### config.mk
export PLATFORM = sky130hd
export DESIGN_NAME = uart_frame_parser
export DESIGN_NICKNAME = d
export VERILOG_FILES = /design/src/rtl/uart_frame_pkg.sv /design/src/rtl/uart_frame_buf.sv /design/src/rtl/uart_frame_parser.sv
export SDC_FILE = /design/constraint.sdc
export NUM_CORES = 1
export LEC_CHECK = 0
export BUFFER_PORTS_ARGS = -buffer_cell sky130_fd_sc_hd__buf_2
export CORE_MARGIN = 1
export CORE_UTILIZATION = 67
export DETAILED_ROUTE_END_ITERATION = 6
export PLACE_DENSITY = 0.93
export SETUP_SLACK_MARGIN = 0.3
export SLEW_MARGIN = 20
export SYNTH_ARGS = -nofsm -noshare
export SYNTH_HDL_FRONTEND = slang
export SYNTH_HIERARCHICAL = 1
export SYNTH_SLANG_ARGS = --single-unit
### constraint.sdc
create_clock -name sys_clk -period 5.5 [get_ports sys_clk]
set_input_delay 1.1 -clock sys_clk [delete_from_list [all_inputs] [get_ports sys_clk]]
set_output_delay 1.1 -clock sys_clk [all_outputs]
set_load 0.01 [all_outputs]
### src/rtl/uart_frame_pkg.sv
// Shared constants and types for the UART frame parser.
// Frame layout on the wire: HDR0, HDR1, LEN, LEN payload bytes, CHK,
// where CHK = (LEN + sum of payload bytes) mod 256.
package uart_frame_pkg;

  localparam logic [7:0] HDR0 = 8'h55;
  localparam logic [7:0] HDR1 = 8'hAA;

  localparam logic [1:0] ERR_LEN = 2'd1;
  localparam logic [1:0] ERR_CHK = 2'd2;
  localparam logic [1:0] ERR_TMO = 2'd3;

  // ST_ prefix keeps the state names clear of the HDR0/HDR1 byte constants.
  typedef enum logic [2:0] {
    ST_IDLE,
    ST_HDR1,
    ST_LEN,
    ST_DATA,
    ST_CHK,
    ST_DRAIN
  } state_e;

endpackage

### src/rtl/uart_frame_buf.sv
// Payload buffer: DEPTH x 8 register file, one synchronous write port and
// one registered read port. The read register holds its value while rd_en_i
// is low, so the last byte read stays on rd_data_o between reads.
//   clk_i      clock, rising edge
//   rst_i      synchronous active-high reset (clears the read register only)
//   wr_en_i    write strobe; wr_data_i is stored at wr_addr_i
//   wr_addr_i  write address
//   wr_data_i  write data
//   rd_en_i    read strobe; mem[rd_addr_i] appears on rd_data_o next cycle
//   rd_addr_i  read address
//   rd_data_o  registered read data
module uart_frame_buf #(
  parameter int DEPTH = 16,
  parameter int AW    = (DEPTH > 1) ? $clog2(DEPTH) : 1
) (
  input  logic          clk_i,
  input  logic          rst_i,
  input  logic          wr_en_i,
  input  logic [AW-1:0] wr_addr_i,
  input  logic [7:0]    wr_data_i,
  input  logic          rd_en_i,
  input  logic [AW-1:0] rd_addr_i,
  output logic [7:0]    rd_data_o
);

  logic [7:0] mem_q [DEPTH];
  logic [7:0] rd_data_q;

  // NOTE: the storage array has no reset; every location is written before
  // it is read within a frame, and a reset port on it would only add muxes.
  always_ff @(posedge clk_i) begin
    if (wr_en_i) begin
      mem_q[wr_addr_i] <= wr_data_i;
    end
  end

  always_ff @(posedge clk_i) begin
    if (rst_i) begin
      rd_data_q <= '0;
    end else if (rd_en_i) begin
      rd_data_q <= mem_q[rd_addr_i];
    end
  end

  assign rd_data_o = rd_data_q;

endmodule

### src/rtl/uart_frame_parser.sv
// UART frame parser. Accepts bytes from a UART receiver, recognises frames
// 55 AA LEN payload[LEN] CHK, buffers the payload and, once the checksum
// matches, replays it as a burst of one byte per clock. Bad LEN, bad
// checksum and inter-byte timeout each raise a one-cycle frame_err.
//   sys_clk    clock, rising edge
//   sys_rst    synchronous active-high reset
//   pi_data    received byte, valid with pi_flag
//   pi_flag    one-cycle byte strobe
//   po_data    payload byte (holds when po_flag is low)
//   po_flag    payload byte strobe
//   po_last    final payload byte of the frame
//   frame_ok   pulse with po_last of a verified frame
//   frame_err  one-cycle error pulse
//   err_code   1 bad LEN, 2 bad checksum, 3 timeout; holds between errors
// All outputs are registered. MAX_LEN must stay below 256.
module uart_frame_parser
  import uart_frame_pkg::*;
#(
  parameter int MAX_LEN     = 16,
  parameter int TIMEOUT_CNT = 156240
) (
  input  logic       sys_clk,
  input  logic       sys_rst,
  input  logic [7:0] pi_data,
  input  logic       pi_flag,
  output logic [7:0] po_data,
  output logic       po_flag,
  output logic       po_last,
  output logic       frame_ok,
  output logic       frame_err,
  output logic [1:0] err_code
);

  localparam int LW = $clog2(MAX_LEN + 1);
  localparam int AW = (MAX_LEN > 1) ? $clog2(MAX_LEN) : 1;
  localparam int TW = $clog2(TIMEOUT_CNT);
  localparam logic [7:0]    MAX_LEN_B = 8'(MAX_LEN);
  localparam logic [TW-1:0] TMO_LAST  = TW'(TIMEOUT_CNT - 1);

  state_e        state_q, state_d;
  logic [LW-1:0] len_q, len_d;
  logic [LW-1:0] idx_q, idx_d;        // next payload write slot
  logic [LW-1:0] rd_idx_q, rd_idx_d;  // next payload slot to replay
  logic [7:0]    sum_q, sum_d;
  logic [TW-1:0] tmo_q, tmo_d;
  logic          po_flag_q, po_flag_d;
  logic          po_last_q, po_last_d;
  logic          frame_ok_q, frame_ok_d;
  logic          frame_err_q, frame_err_d;
  logic [1:0]    err_code_q, err_code_d;

  logic          buf_wr_en, buf_rd_en;
  logic [AW-1:0] buf_wr_addr, buf_rd_addr;

  logic          tmo_active, tmo_expire;
  logic [TW-1:0] tmo_inc;
  logic          len_ok, data_last, chk_ok, drain_last;

  assign tmo_active = (state_q == ST_HDR1) || (state_q == ST_LEN) ||
                      (state_q == ST_DATA) || (state_q == ST_CHK);
  assign tmo_inc    = tmo_q + TW'(1);
  // Expiry is the cycle the counter would reach TIMEOUT_CNT-1; a strobe in
  // that same cycle clears the counter instead and the frame carries on.
  assign tmo_expire = tmo_active && !pi_flag && (tmo_inc == TMO_LAST);

  assign len_ok     = (pi_data != 8'd0) && (pi_data <= MAX_LEN_B);
  assign data_last  = (idx_q == len_q - LW'(1));
  assign chk_ok     = (pi_data == sum_q);
  assign drain_last = (rd_idx_q == len_q - LW'(1));

  // NOTE: sequential state uses non-blocking assignments only, so every
  // register samples the pre-edge values regardless of statement order.
  always_ff @(posedge sys_clk) begin
    if (sys_rst) begin
      state_q     <= ST_IDLE;
      len_q       <= '0;
      idx_q       <= '0;
      rd_idx_q    <= '0;
      sum_q       <= '0;
      tmo_q       <= '0;
      po_flag_q   <= 1'b0;
      po_last_q   <= 1'b0;
      frame_ok_q  <= 1'b0;
      frame_err_q <= 1'b0;
      err_code_q  <= '0;
    end else begin
      state_q     <= state_d;
      len_q       <= len_d;
      idx_q       <= idx_d;
      rd_idx_q    <= rd_idx_d;
      sum_q       <= sum_d;
      tmo_q       <= tmo_d;
      po_flag_q   <= po_flag_d;
      po_last_q   <= po_last_d;
      frame_ok_q  <= frame_ok_d;
      frame_err_q <= frame_err_d;
      err_code_q  <= err_code_d;
    end
  end

  // NOTE: every signal assigned in a combinational block gets a default at
  // the top, so no path through the case leaves it unassigned (no latches).
  always_comb begin
    state_d = state_q;
    case (state_q)
      ST_IDLE: begin
        if (pi_flag && pi_data == HDR0) state_d = ST_HDR1;
      end
      ST_HDR1: begin
        if (tmo_expire) begin
          state_d = ST_IDLE;
        end else if (pi_flag) begin
          if (pi_data == HDR1)      state_d = ST_LEN;
          else if (pi_data != HDR0) state_d = ST_IDLE;
        end
      end
      ST_LEN: begin
        if (tmo_expire)   state_d = ST_IDLE;
        else if (pi_flag) state_d = len_ok ? ST_DATA : ST_IDLE;
      end
      ST_DATA: begin
        if (tmo_expire)                  state_d = ST_IDLE;
        else if (pi_flag && data_last)   state_d = ST_CHK;
      end
      ST_CHK: begin
        // The first beat leaves on the checksum edge itself, so a one-byte
        // payload has nothing left to drain and returns straight to idle.
        if (tmo_expire) begin
          state_d = ST_IDLE;
        end else if (pi_flag) begin
          state_d = (chk_ok && len_q != LW'(1)) ? ST_DRAIN : ST_IDLE;
        end
      end
      ST_DRAIN: begin
        if (drain_last) state_d = ST_IDLE;
      end
      default: state_d = ST_IDLE;
    endcase
  end

  // Output and datapath next-state.
  always_comb begin
    len_d       = len_q;
    idx_d       = idx_q;
    rd_idx_d    = rd_idx_q;
    sum_d       = sum_q;
    tmo_d       = (tmo_active && !pi_flag) ? tmo_inc : '0;
    po_flag_d   = 1'b0;
    po_last_d   = 1'b0;
    frame_ok_d  = 1'b0;
    frame_err_d = 1'b0;
    err_code_d  = err_code_q;
    buf_wr_en   = 1'b0;
    buf_wr_addr = idx_q[AW-1:0];
    buf_rd_en   = 1'b0;
    buf_rd_addr = rd_idx_q[AW-1:0];

    if (tmo_expire) begin
      frame_err_d = 1'b1;
      err_code_d  = ERR_TMO;
      tmo_d       = '0;
    end

    case (state_q)
      ST_LEN: begin
        if (pi_flag) begin
          if (len_ok) begin
            len_d = pi_data[LW-1:0];
            sum_d = pi_data;
            idx_d = '0;
          end else begin
            frame_err_d = 1'b1;
            err_code_d  = ERR_LEN;
          end
        end
      end
      ST_DATA: begin
        if (pi_flag) begin
          buf_wr_en = 1'b1;
          sum_d     = sum_q + pi_data;
          idx_d     = idx_q + LW'(1);
        end
      end
      ST_CHK: begin
        if (pi_flag) begin
          if (chk_ok) begin
            buf_rd_en   = 1'b1;
            buf_rd_addr = '0;
            rd_idx_d    = LW'(1);
            po_flag_d   = 1'b1;
            po_last_d   = (len_q == LW'(1));
            frame_ok_d  = (len_q == LW'(1));
          end else begin
            frame_err_d = 1'b1;
            err_code_d  = ERR_CHK;
          end
        end
      end
      ST_DRAIN: begin
        buf_rd_en  = 1'b1;
        rd_idx_d   = rd_idx_q + LW'(1);
        po_flag_d  = 1'b1;
        po_last_d  = drain_last;
        frame_ok_d = drain_last;
      end
      default: ;
    endcase
  end

  uart_frame_buf #(
    .DEPTH (MAX_LEN),
    .AW    (AW)
  ) u_buf (
    .clk_i     (sys_clk),
    .rst_i     (sys_rst),
    .wr_en_i   (buf_wr_en),
    .wr_addr_i (buf_wr_addr),
    .wr_data_i (pi_data),
    .rd_en_i   (buf_rd_en),
    .rd_addr_i (buf_rd_addr),
    .rd_data_o (po_data)
  );

  assign po_flag   = po_flag_q;
  assign po_last   = po_last_q;
  assign frame_ok  = frame_ok_q;
  assign frame_err = frame_err_q;
  assign err_code  = err_code_q;

endmodule

==> results_dict.tcl <==
set metrics [dict create \
    layout_common_cells "128 x edfxtp_1, 70 x mux2i_1, 57 x dfxtp_1" \
    cts_setup_buffers 0 \
    fmax_mhz 230 \
    vias 5941 \
    worstSetupEndpoint "u_buf/rd_data_o[7]$_SDFFE_PP0P_" \
    hold_buffers 0 \
    fin_util_pct 74.7 \
    syn_area_um2 8620 \
    grt_pass1_vias 5759 \
    r2r_slack_ps 1900 \
    final_area_um2 9380 \
    peakVddDrop_v 0.000198 \
    setup_viol_count_final 0 \
    ant_nets 0 \
    syn_to_final_growth_pct 8.92 \
    grt_max_degree 35 \
    first_iter_violations 574 \
    timing.final.crit_share_pct 79.1 \
    multi_input_area_um2 3350 \
    stdcell_count 897 \
    synth-edff-count 128 \
    ys_types 72 \
    routedWlPerCell_um 21.7 \
    hold_violations 0 \
    place_congestion 0.919 \
    rsz0062_at_grt "no" \
    via_per_inst 6.62 \
    dr.pass1.iters 5 \
    syn_avg_cell_area_um2 12.4 \
    synthTopCellsByArea "edfxtp_1 45%, dfxtp_1 13%, mux2i_1 8.1%, nand3_1 2.4%, a22oi_1 2.1%" \
    cts-root-buf "clkbuf_16" \
    hold_class "reg -> reg" \
    port_buffers 24 \
    synth-seq-cells 185 \
    synthCells 694 \
    track_usage_pct 31.5 \
    dieArea_um2 13300 \
    slew_headroom_pct 31.7 \
    drive_above_1_share_pct 12.8 \
    antenna_found_initial 0 \
    numPlacedInstances 865 \
    layout_min_cycle_time_ps 4350 \
    cp.arrival_ps 4720 \
    yosys_most_used_dff "edfxtp_1" \
    cts_buffer_depth 2 \
    reg2reg_to "u_buf/rd_data_o[7]$_SDFFE_PP0P_" \
    drc 0 \
    hp-start "u_buf/rd_data_o[6]$_SDFFE_PP0P_" \
    die_w_um 115 \
    worst_pin_slew_ps 1020 \
    cts_tree "done" \
    r2r.worst_path.cells 10 \
    worstSkewPairLatency_ps 430 \
    fill_cells 763 \
    ys_warn_count 6 \
    fin_worst_skew_ps 7.39 \
    pin_count 25 \
    regArea_um2 4980 \
    initial_core_util_pct 68.6 \
    startpoint "pi_data[4]" \
    crit_required_ps 5860 \
    crit_type "in -> reg" \
    r2r-start "sum_q[4]$_SDFFE_PP0P_" \
    clk_pin_slew_ps 70 \
    ctsResizeCount 0 \
    layout_commonest_cell "edfxtp_1" \
    hpwl_um 12500 \
    cts_sinks 185 \
    placed_cell_area_um2 8770 \
    cts_buffers 17 \
    crit_path_start_kind "input port" \
    status "completed" \
    tns_ps 0 \
    die_h_um 115 \
    path_max_fanout 30 \
    antenna_cells 0 \
    nNetsFinal 737 \
    coreArea_um2 12600 \
    drv_cap 0 \
    power.leakage_nw 3.04 \
    final_max_slew_viol_count 0 \
    grt_overflow_total 0 \
    p_per_area_nw_per_um2 301 \
    synth_async_sr_flop_share_pct 0 \
    grt_first_pass_wirelength_um 30600 \
    synth_top_area_share_pct 44.6 \
    syn_nets 719 \
    drt-total-wl_um 19500 \
    yosysSeqAreaShare_pct 57.9 \
    critPathCaptureType "flop" \
    htreeDepth 4 \
    rows 41 \
    yosys.area.top_type "edfxtp_1" \
]
==> worst max-delay path: stages <==
cell and delay [ps]:
buf_2 370, ha_1 360, or4_1 540, nor4_2 520, and3_1 460, nor2b_4 220
buf_4 350, mux2i_1 180, a22oi_1 250, nand3_1 140, nand3_1 170
==> metrics by stage <==
step	hold WS (ps)	power [W]	setup WS, ps
2_1_floorplan	436	0.00159	1760
3_3_place_gp	437	0.00162	1050
3_5_place_dp	444	0.00162	850
4_1_cts	459	0.00284	1240
5_1_grt	486	0.00289	996
6_report	459	0.00283	1150
==> registers in the layout, indices dropped and copies added, names as in the netlist <==
register	count
rd_idx_q	5
sum_q	8
err_code	2
len_q	5
state_q	3
tmo_q	18
u_buf/mem_q	128
idx_q	5
frame_ok	1
po_flag	1
frame_err	1
u_buf/rd_data_o	8
==> worst min-delay path by stage <==
stage | end | slack, ps | cells after the start
after floorplan | sum_q[5]$_SDFFE_PP0P_ | 440 | 2
after global placement | u_buf/rd_data_o[5]$_SDFFE_PP0P_ | 440 | 2
after detailed placement | u_buf/rd_data_o[6]$_SDFFE_PP0P_ | 440 | 2
after CTS | u_buf/rd_data_o[6]$_SDFFE_PP0P_ | 460 | 2
after global routing | sum_q[5]$_SDFFE_PP0P_ | 490 | 2
final | u_buf/rd_data_o[6]$_SDFFE_PP0P_ | 460 | 2
==> cell type report <==
type                    count  area share, %
repair buffers             32           1.92
well taps                 172           2.29
flip-flops and latches    185           53.1
clock buffers              18           4.57
inverters                  14          0.560
multi-input cells         462           35.7
clock inverters            14           1.85
==> cells by family (layout without fill, tap and decap cells) <==
| family | count (synthesis) | count (layout) | synth area share [%] |
|---|---|---|---|
| compound gates | 90 | 90 | 7.54 |
| fa+ha+maj | 14 | 14 | 2.12 |
| simple gates | 248 | 248 | 16.3 |
| buf+inv | 47 | 78 | 3.49 |
| flops | 185 | 185 | 57.9 |
| xor+xnor | 40 | 40 | 4.57 |
| mux | 70 | 70 | 8.13 |
==> report_power, final <==
group / switching (W) / internal, W
registers: 0.0000143 / 0.00149
clock network: 0.000516 / 0.000716
logic: 0.0000672 / 0.0000257
==> cells in the mapped netlist (3+ instances only) <==
cell type  count
a22oi_1       24
nor4b_1        3
xor2_1        20
a21oi_1       20
dfxtp_1       57
o21a_1         4
o211ai_1       3
and2_1         5
buf_2         10
nor3b_1        4
ha_1          13
a211oi_1       5
clkbuf_1      12
nand4_1        9
nand2b_1       3
buf_6          4
buf_8          4
nor3_2        12
o31ai_1        3
nor3_1        34
nand3_1       41
or4_1          3
nand2_1       48
nor4_1         4
or2_2          3
edfxtp_1     128
and3_1         6
inv_1         14
nor2_1        36
nand3b_1       4
nor2b_1       14
o21ai_0        8
mux2i_1       70
xnor2_1       17
==> per-layer routing <==
layer | track usage, % | vias up | routed length [um]
met3 | 6.64 | 66 | 1480
met1 | 38.8 | 2881 | 7620
met5 | 0 | - | 0
met2 | 52.7 | 351 | 9630
met4 | 16.0 | 0 | 776
li1 | - | 2643 | -
Note: power is estimated with default switching activity, not from simulation.
